<file path="src/rtl/uc_bcast_sched.sv">
// Broadcast scheduler: pops one mstack literal at a time and delivers it once to every enabled engine UCQ.
// Optional statistics counters are built only when UC_BCAST_STATS_EN is defined.
`ifndef NUM_ENGINE
`define NUM_ENGINE 4
`endif
`ifndef LIT_IDX_MAX
`define LIT_IDX_MAX 16
`endif

module uc_bcast_sched #(
    parameter int NUM_ENGINE = `NUM_ENGINE,
    parameter int LIT_W      = `LIT_IDX_MAX*2,
    parameter int CNT_W      = 32
) (
    input  logic                  clk_i,
    input  logic                  rst_i,
    input  logic                  mstack_empty_i,
    input  logic [LIT_W-1:0]      mstack_lit_i,
    output logic                  mstack_pop_o,
    input  logic [NUM_ENGINE-1:0] eng_en_i,
    input  logic [NUM_ENGINE-1:0] ucq_full_i,
    output logic [NUM_ENGINE-1:0] ucq_push_o,
    output logic [LIT_W-1:0]      ucq_lit_o,
    input  logic                  flush_i,
    output logic                  busy_o,
    output logic [CNT_W-1:0]      stat_lits_o,
    output logic [CNT_W-1:0]      stat_stall_o
);
    // state | meaning
    // IDLE  | pending_q == 0, the next mstack literal may load
    // SEND  | pending_q != 0, lit_q still owed to the engines flagged in pending_q
    typedef enum logic {ST_IDLE, ST_SEND} state_t;

    state_t                state;
    logic [NUM_ENGINE-1:0] pending_q, pending_d;
    logic [NUM_ENGINE-1:0] push, rem;
    logic [LIT_W-1:0]      lit_q, lit_d;
    logic                  load;

    assign state = (pending_q != '0) ? ST_SEND : ST_IDLE;

    always_ff @(posedge clk_i or posedge rst_i) begin
        if (rst_i) begin
            pending_q <= '0;
            lit_q     <= '0;
        end else begin
            pending_q <= pending_d;
            lit_q     <= lit_d;
        end
    end

    // The last delivery and the next load share a cycle, giving one literal per cycle.
    always_comb begin
        push      = '0;
        rem       = '0;
        load      = 1'b0;
        pending_d = pending_q;
        lit_d     = lit_q;
        if (!rst_i) begin
            push = pending_q & eng_en_i & ~ucq_full_i;
        end
        rem  = pending_q & eng_en_i & ~push;
        load = (rem == '0) && !mstack_empty_i && !flush_i && !rst_i;
        if (flush_i) begin
            pending_d = '0;
        end else if (load) begin
            pending_d = eng_en_i;
            lit_d     = mstack_lit_i;
        end else begin
            pending_d = rem;
        end
    end

    assign mstack_pop_o = load;
    assign ucq_push_o   = push;
    assign ucq_lit_o    = lit_q;
    assign busy_o       = (state == ST_SEND);

`ifdef UC_BCAST_STATS_EN
    logic [CNT_W-1:0] lits_q, stall_q;
    logic             last_dlv, stall;

    assign last_dlv = (state == ST_SEND) && (rem == '0) && !flush_i;
    assign stall    = (state == ST_SEND) && ((pending_q & ucq_full_i) != '0);

    always_ff @(posedge clk_i or posedge rst_i) begin
        if (rst_i) begin
            lits_q  <= '0;
            stall_q <= '0;
        end else begin
            if (last_dlv) lits_q  <= lits_q + CNT_W'(1);
            if (stall)    stall_q <= stall_q + CNT_W'(1);
        end
    end

    assign stat_lits_o  = lits_q;
    assign stat_stall_o = stall_q;
`else
    assign stat_lits_o  = '0;
    assign stat_stall_o = '0;
`endif

endmodule
</file>
<file path="config.mk">
export PLATFORM = sky130hd
export DESIGN_NAME = uc_bcast_sched
export DESIGN_NICKNAME = d
export VERILOG_FILES = /design/src/rtl/uc_bcast_sched.sv
export SDC_FILE = /design/constraint.sdc
export NUM_CORES = 1
export LEC_CHECK = 0
export ABC_AREA = 1
export CORE_MARGIN = 2
export CORE_UTILIZATION = 37
export CTS_BUF_LIST = sky130_fd_sc_hd__clkbuf_8 sky130_fd_sc_hd__clkbuf_16
export DETAILED_ROUTE_END_ITERATION = 12
export PLACE_DENSITY = 0.91
export SLEW_MARGIN = 10
export SYNTH_ARGS = -nofsm -noshare
export SYNTH_HDL_FRONTEND = slang
export SYNTH_SLANG_ARGS = --single-unit
</file>
<file path="constraint.sdc">
create_clock -name clk_i -period 6.15 [get_ports clk_i]
set_input_delay 1.5375 -clock clk_i [delete_from_list [all_inputs] [get_ports clk_i]]
set_output_delay 1.5375 -clock clk_i [all_outputs]
set_load 0.005 [all_outputs]
</file>
==> run metrics <==
status=complete, no violations; CP max-delay cell=clkdlybuf4s50_1; RSZ-0062 raised after global routing=false; global routing usage on met1=15.55%; synthesized area=about 2000 sq um; commonest non-fill, non-tap cell in the layout=nand2_1; post-CTS sizing=0; max_cap viols=0; largest net degree at the start of global routing=34; commonest non-fill, non-tap cells in the layout=nand2_1, clkdlybuf4s50_1, conb_1, dfrtp_1; placed instance count=387; via count=1568; r2r startpoint=pending_q[1]; FF-to-FF path depth=9; Crit. End Element=output pin; WL/cell=10.18 um; TritonCTS Sinks=36; PD cells=around 240 nW/um^2; most used cell, CP=nand2_1; Worst R2R End=ucq_lit_o[30]; cts hold-fix bufs=0; DRT iter0 DRCs=78; met2 Track Usage GR=22.19%; core area=5140 sq um; cell internal pwr=0.0004764 W; final wirelength=4.009 mm; leak pwr=1.378 nW; final net count=368; Peak supply drop=~0.14 mV; hold path start=ucq_lit_o[23]; CP max stage delay=about 0.57 ns; Vias/cell=between 3 and 4; Finished Layout Cells=~400; number of synthesized register bits=36; # diodes=0; Die W=77.10 um; die area=5944 sq um; Slew Viols, Final=0; first-pass GRT wire length=between 6 and 7 mm; root buffer cell=clkbuf_8; # IOs=146; TritonCTS clock tree=built; Final GP Congestion=0.7700; family with the most delay on the worst path=buffers and inverters; Setup Viol. Count Final=0; Post-DRT Antenna Nets=0; grt total ovfl=0; All-Layer GR Usage=13.53%; CP Class=in -> out; worst endpoint required time=4.61 ns; # rows=26; Layout area overhead=35.89%; FMAX=around 0.18 GHz; register area share after synthesis=45.57%; Clk Latency, worst-skew pair=~0.27 ns; min-delay worst type=reg -> reg; initial antenna violation count=0; Flop pwr share=between 40% and 50%; Reg clk slew, reported paths=0.06 ns; CP Max Fanout=33; Startpoint Class=input port; overall power=0.0006353 W; Setup Skew=0.002244 ns; layout cell share with drive strength beyond 1=4.012%; Clock Tree Buf Depth=2; Mapped Cells=242; crit path cell chain=clkdlybuf4s50_1 -> inv_2 -> nand2_1 -> nand2_1 -> nand2_1 -> nor2_4 -> nand2_4 -> inv_4 -> clkdlybuf4s50_1; setup_tns=0 ns; met3 Track Usage GR=under 10%; Clk pwr share=between 20% and 30%; Most Used Layer, Global Route=met2; Layout fillers=493; Yosys cell types=18; H-Tree Depth=2; vias in the first global route=between 1000 and 1500; r2r setup slk=4.44 ns; Sw Share=25.01%; PortBufs=81; Ys Warns=0; worst hold path depth=2; final hold vios=0; NetSw=~0.00016 W; Util after Layout=around 52%; Final min period=5.540 ns; die height=77.10 um; arrival time of the worst setup path=4.00 ns; DR DRC count=0; First-pass DRT Iterations=4; hpwl dp=3.121 mm; Starting Density=between 30 and 40%; CTS Buf Count=5; Tcrit/Tclk final=90.09%; Hold Crit Endpoint=ucq_lit_o[23]; number of setup buffers added after CTS=0; Worst Path Buf+Inv=4; Avg Inst Size Synth=8.169 sq um; combinational group share of total power=between 20% and 30%
## metal layers
metal	wire length (um)	share of wire, %
met5	0	0
met4	114	2.8
met3	399	10
met2	1898	47
met1	1597	40
## sequential cells by signal, summed over array words and instances (netlist names)
| signal | count |
|---|---|
| pending_q | 4 |
| ucq_lit_o | 32 |
## worst max-delay path by stage
stage | start | end | slack, ns | depth (start not counted)
after global routing | rst_i | mstack_pop_o | 0.33 | 9
after floorplan | rst_i | mstack_pop_o | 1.88 | 8
final | rst_i | mstack_pop_o | 0.61 | 9
after CTS | rst_i | mstack_pop_o | 0.55 | 9
after global placement | rst_i | mstack_pop_o | 0.65 | 9
after detailed placement | rst_i | mstack_pop_o | 0.55 | 9
## synthesized netlist by cell type
cell type | number | area [sq um]
nand2_1 | 106 | 397.9
dfrtp_1 | 36 | 900.9
inv_4 | 1 | 6.260
buf_2 | 3 | 15.01
nor2_2 | 1 | 6.260
nor2_1 | 7 | 26.28
inv_2 | 1 | 3.750
nor2_4 | 1 | 11.26
nand3_1 | 4 | 20.02
buf_4 | 64 | 480.5
conb_1 | 1 | 3.750
inv_1 | 4 | 15.01
clkinv_1 | 2 | 7.510
buf_6 | 3 | 33.78
or4_1 | 1 | 7.510
nand2_4 | 1 | 11.26
nor3_1 | 2 | 10.01
a21oi_1 | 4 | 20.02
## tightest hold or removal path: cells and delay by family (launching register included)
family	cells	cell delay (ns)
DFF	1	0.34
and+or+nand+nor	2	0.11
## metrics by stage
step	worst slack (ns)	hold WS, ns	area, sq um
after global routing	0.3281	0.5045	2686
after global placement	0.6494	0.4631	2590
after CTS	0.5491	0.4859	2686
after detailed placement	0.5533	0.4677	2590
final	0.6096	0.4818	2686
after floorplan	1.878	0.4724	2213
## cells by family (layout without fill, tap and decap cells)
kind of cell / after synthesis / in the layout / synth area share (%)
AND/OR/NAND/NOR: 123 / 123 / 24.81
buffers and inverters: 78 / 97 / 28.42
flip-flops: 36 / 36 / 45.57
AO/OA/AOI/OAI: 4 / 4 / 1.013
other: 1 / 64 / 0.1897
## layout make-up
| cell class | count | area, sq um | area share (%) |
|---|---|---|---|
| timing repair buffer | 82 | 818.3 | 30.46 |
| inverter | 8 | 32.53 | 1.211 |
| tap | 70 | 87.58 | 3.260 |
| multi-input combinational | 191 | 750.7 | 27.95 |
| sequential | 36 | 900.9 | 33.54 |
| clock buffer | 7 | 96.34 | 3.586 |
## power by group through the flow
stage / sequential [W] / combinational [W] / clock [W]
finish: 0.000295 / 0.000167 / 0.000174
global route: 0.000301 / 0.000183 / 0.000190
CTS: 0.000296 / 0.000168 / 0.000180
detailed placement: 0.000298 / 0.000168 / 0
global placement: 0.000299 / 0.000163 / 0
floorplan: 0.000300 / 0.0000815 / 0
Note: power is estimated with default switching activity, not from simulation.
==> variant 1 (config.mk and constraints unchanged) <==
Build with the macro `UC_BCAST_STATS_EN` defined.
--- a/src/rtl/uc_bcast_sched.sv
+++ b/src/rtl/uc_bcast_sched.sv
@@ -2,2 +2,4 @@
 // Optional statistics counters are built only when UC_BCAST_STATS_EN is defined.
+`define UC_BCAST_STATS_EN
+
 `ifndef NUM_ENGINE
Check against the original RTL: not equivalent (Yosys sat finds a counterexample within 4 cycles, from zero or initial values and one cycle with rst_i high).
==> variant 1 against the original RTL <==
- core utilization shrank 0.79 points
- area after synthesis rose to 2.8 times the old value
- cell count rose to 3.0 times the old value
- clock skew rose by 0.0052 ns
- non-clock buffer count rose by 67
- sequential cell count rose by 64
- maximum frequency is 7.7% higher
- wire length grew to 3.7 times the old value
- power grew to 2.8 times the old value
- via count grew to 3.6 times the old value
- global-route usage rose by 5.3 points
- design area rose to 2.8 times the old value
- setup slack gained 0.40 ns
- critical endpoint unchanged
- highest routed layer unchanged
==> variant 1: results (changes against the original RTL) <==
distinct cell type count after synthesis=23 (+5); H-tree Lvls=3 (+1); most instantiated cells after synthesis=nand2_1 (429), nor2_1 (120), dfrtp_1 (100); initial antenna violation count=0 (unchanged); Crit Path Max Fanout=33 (unchanged); via count=5577 (+260%); clock latency on the worst-skew pair=0.34 ns (+0.07 ns); synth top area cells=dfrtp_1 (45%), nand2_1 (29%), nor2_1 (8.1%); CP max-delay cell=clkdlybuf4s50_1; Clock Pin Slew Worst Setup and Hold Paths=0.07 ns; Total Nets Final=1031 (+180%); met1 WL=6710 um (+320%); worst vdd ir=179 uV (+30%); dpl cell area=7190 um^2 (+180%); Post-CTS Repair Setup Buffers=0 (unchanged); FILL cells=1396 (+180%); status=finished, final reports clean; Yosys warning count=0 (unchanged); largest net degree at the start of global routing=62 (+82%); main flop type after synthesis=dfrtp_1; CTS resizes=0 (unchanged); Slew @ Worst Pin=between 0.7 and 0.8 ns; CTS buffer count=9 (+4); antenna cell count=0 (unchanged); max incr delay on CP=0.63 ns (+0.06 ns); HPWL Detailed=11200 um (+260%); worst hold path type=flop to flop; vias in the first global route=5186 (+260%); layout cells sized above 1=2.73% (-1.3 points); DR WL met2=6860 um (+260%); met3 wire len=968 um (+140%); input/output buffers=145 (+79%); Clock Tree Buf Depth=2 (unchanged); register area share after synthesis=44.9% (-0.70 points); Worst Path Arrival=3.61 ns (-0.39 ns); TritonRoute pass-1 iters=5 (+1); first-pass GRT wire length=24800 um (+280%); syn_nets=887; All-Layer GR Usage=18.8% (+5.3 points); Starting DRT DRC Count=456 (+480%); Final GP Congestion=0.931 (+21%); Crit path max-delay family=buffers and inverters; Hold Buf Count CTS=0 (unchanged); root buffer selected by CTS=clkbuf_16; asr flop ratio synth=100% (unchanged); Leakage=3.48 nW (+150%); Detailed Route WL=14800 um (+270%); top sig layer=met4; Final Skew=0.00749 ns (+0.00524 ns)
-- variant 1: changes by cell type after synthesis, moves of 7 or more --
cell and change:
inv_1 +67, o21ai_0 +15, buf_2 +7, nand2_1 +323, dfrtp_1 +64, nor3_1 +7, nand3_1 +35, buf_4 -62
nand3b_1 +9, nor2_1 +113, xor2_1 +16
-- variant 1: worst reg2reg max path, stage by stage, from the launching register on --
cell      delay [ns]
dfrtp_1         0.40
nand2_1         0.10
nor2_1          0.07
nor2_1          0.15
nand3b_1        0.10
buf_4           0.25
inv_2           0.44
o21ai_0         0.18
o21ai_0         0.10
-- variant 1: final cells by class --
class | instances | area (um^2) | area share (%)
sequential | 100 | 2500 | 33.2
clock inverter | 6 | 111 | 1.48
inverter | 74 | 283 | 3.75
tap | 184 | 230 | 3.05
clock buffer | 10 | 239 | 3.17
multi-input combinational | 651 | 2690 | 35.7
timing repair buffer | 149 | 1480 | 19.7
-- variant 1: logic make-up after synthesis --
kind of cell,share of synthesized area (%)
AND/OR/NAND/NOR,43.2
adder cells (fa/ha/maj),0.449
XOR/XNOR,2.83
flip-flops,44.9
AO/OA/AOI/OAI,1.79
buffers and inverters,6.87
-- variant 1: report_power, final --
group | total, mW | switching [mW] | internal (mW)
Sequential | 0.789 | 0.0646 | 0.724
Clock | 0.663 | 0.254 | 0.409
Combinational | 0.318 | 0.137 | 0.181
-- variant 1: metrics by stage --
stage | cells | worst slack [ns]
2_1_floorplan | 841 | 1.81
3_3_place_gp | 1158 | 1.04
3_5_place_dp | 1158 | 1.00
4_1_cts | 1174 | 0.999
5_1_grt | 1174 | 0.834
6_report | 1174 | 1.01
-- variant 1: path summary, 6_finish.rpt --
check                                    to  slack, ns  depth (start not counted)     startpoint
setup / recovery               mstack_pop_o       1.01                          9          rst_i
hold / removal                ucq_lit_o[28]       0.48                          2  ucq_lit_o[28]
setup reg to reg             stat_lits_o[8]       4.28                          8   pending_q[2]
hold reg to reg               ucq_lit_o[28]       0.48                          2  ucq_lit_o[28]
max in group asynchronous  stat_stall_o[28]       3.13                          3          rst_i
min in group asynchronous      pending_q[0]       1.98                          2          rst_i
-- variant 1: metal layers --
layer,GRT usage [%],vias up
li1,-,2836
met1,25.2,2538
met2,30.3,181
met3,4.13,22
met4,6.79,0
met5,0,-
==> variant 2 (same flow settings) <==
Without the edit above. `pending_q` no longer has a reset.
--- a/src/rtl/uc_bcast_sched.sv
+++ b/src/rtl/uc_bcast_sched.sv
@@ -43,8 +43,10 @@
         if (rst_i) begin
-            pending_q <= '0;
             lit_q     <= '0;
         end else begin
-            pending_q <= pending_d;
             lit_q     <= lit_d;
         end
+    end
+
+    always_ff @(posedge clk_i) begin
+        pending_q <= pending_d;
     end
Formal check against the unedited RTL: differs if rst_i is asserted again (counterexample within 4 cycles, from zero or initial values and one cycle with rst_i high); with rst_i held inactive, the same outputs for 10 cycles.
==> variant 2 against the original RTL <==
- power grew 0.76%
- design area shrank 0.75%
- highest routed layer unchanged
- critical path type unchanged
- register-to-register slack gained 0.14 ns
- via count shrank 1.2%
- wire length grew 1.7%
- setup slack gained 0.082 ns
- area after synthesis shrank 1.0%
- largest power group unchanged
- sequential cell count is the same
==> variant 2: results (changes against the original RTL) <==
Clock buf/inv share=3.61% (+0.027 points); Combinational Power Share=26.3% (about the same); worst vdd ir=133 uV (-3.8%); DR WL/cell=10.4 um (+1.7%); Leakage=1.36 nW (-1.7%); max reg flops=32 (unchanged); All-Layer GR Usage=13.9% (+0.36 points); register area share after synthesis=45.0% (-0.56 points); Post-CTS Repair Setup Buffers=0 (unchanged); Starting DRT DRC Count=93 (+19%); HPWL Detailed=3230 um (+3.5%); antenna cell count=0 (unchanged); vias in the first global route=1416 (-2.9%); synth top area cells=dfrtp_1 (41%), buf_4 (25%), nand2_1 (20%); nonclk buf count=82 (unchanged); CP max-delay cell=clkdlybuf4s50_1; seq_cells=36 (unchanged); dpl cell area=2570 um^2 (-0.77%); largest family of logic cells by synthesized area=buffers and inverters; # DRC=0 (unchanged); switching power=164 uW (+3.2%); status=finished, final reports clean; pre-CTS setup slack=0.647 ns (+0.0940 ns); Clock Pin Slew Worst Setup and Hold Paths=0.06 ns (about the same); Worst Path Arrival=3.92 ns (-0.08 ns); Compound-Gate Fraction of Synth Area=1.02% (+0.010 points); Detailed Route WL=4080 um (+1.7%); Signal buf overhead=30.7% (+0.23 points); first-pass GRT wire length=6540 um (+1.4%); Total Nets Final=368 (unchanged); Multi-input gate area=751 um^2 (unchanged); Crit path max-delay family=buffers and inverters; distinct cell type count after synthesis=19 (+1); Clock power frac=27.7% (+0.4 points); most instantiated cells after synthesis=nand2_1 (106), buf_4 (64), dfrtp_1 (32); xor/xnor share of the synthesized area=0% (unchanged); initial antenna violation count=0 (unchanged); FILL cells=495 (+0.41%); Reg area=881 um^2 (-2.2%); max incr delay on CP=0.57 ns (about the same); Final GP Congestion=0.748 (-2.9%); root buffer selected by CTS=clkbuf_8; H-tree Lvls=2 (unchanged); CTS resizes=0 (unchanged); core area=5110 um^2 (-0.63%); mux contribution to synthesized area=0% (unchanged); Inverters=8 (unchanged); Final Skew=0.00216 ns (-0.0000864 ns); Post-Synth Adder-Cell Area=0% (unchanged); clock latency on the worst-skew pair=0.28 ns; Overflow after GRT=0 (unchanged); antenna-violating nets left=0 (unchanged); TritonRoute pass-1 iters=4 (unchanged); pwr/cell area=240 nW/um^2 (+1.5%); final instance area=2670 um^2 (-0.75%); routed vias/inst=3.93 (-1.2%); multi-input gate count=191 (unchanged); asr flop ratio synth=88.9% (-11 points); main flop type after synthesis=dfrtp_1
==> variant 2: worst paths after layout <==
kind                                from            end  slack [ns]  cells past startpoint
min reg2reg                ucq_lit_o[13]  ucq_lit_o[13]        0.48                      2
min                        ucq_lit_o[13]  ucq_lit_o[13]        0.48                      2
min in group asynchronous          rst_i   ucq_lit_o[6]        1.64                      2
max reg2reg                 pending_q[1]   ucq_lit_o[0]        4.58                      9
max in group asynchronous          rst_i  ucq_lit_o[31]        3.95                      3
max                                rst_i   mstack_pop_o        0.69                      9
==> variant 2: routing by layer <==
| layer | GRT usage, % | vias up | routed length, um |
|---|---|---|---|
| li1 | - | 761 | - |
| met1 | 15.6 | 691 | 1640 |
| met2 | 24.3 | 89 | 1990 |
| met3 | 5.29 | 8 | 389 |
| met4 | 4.36 | 0 | 65 |
| met5 | 0 | - | 0 |
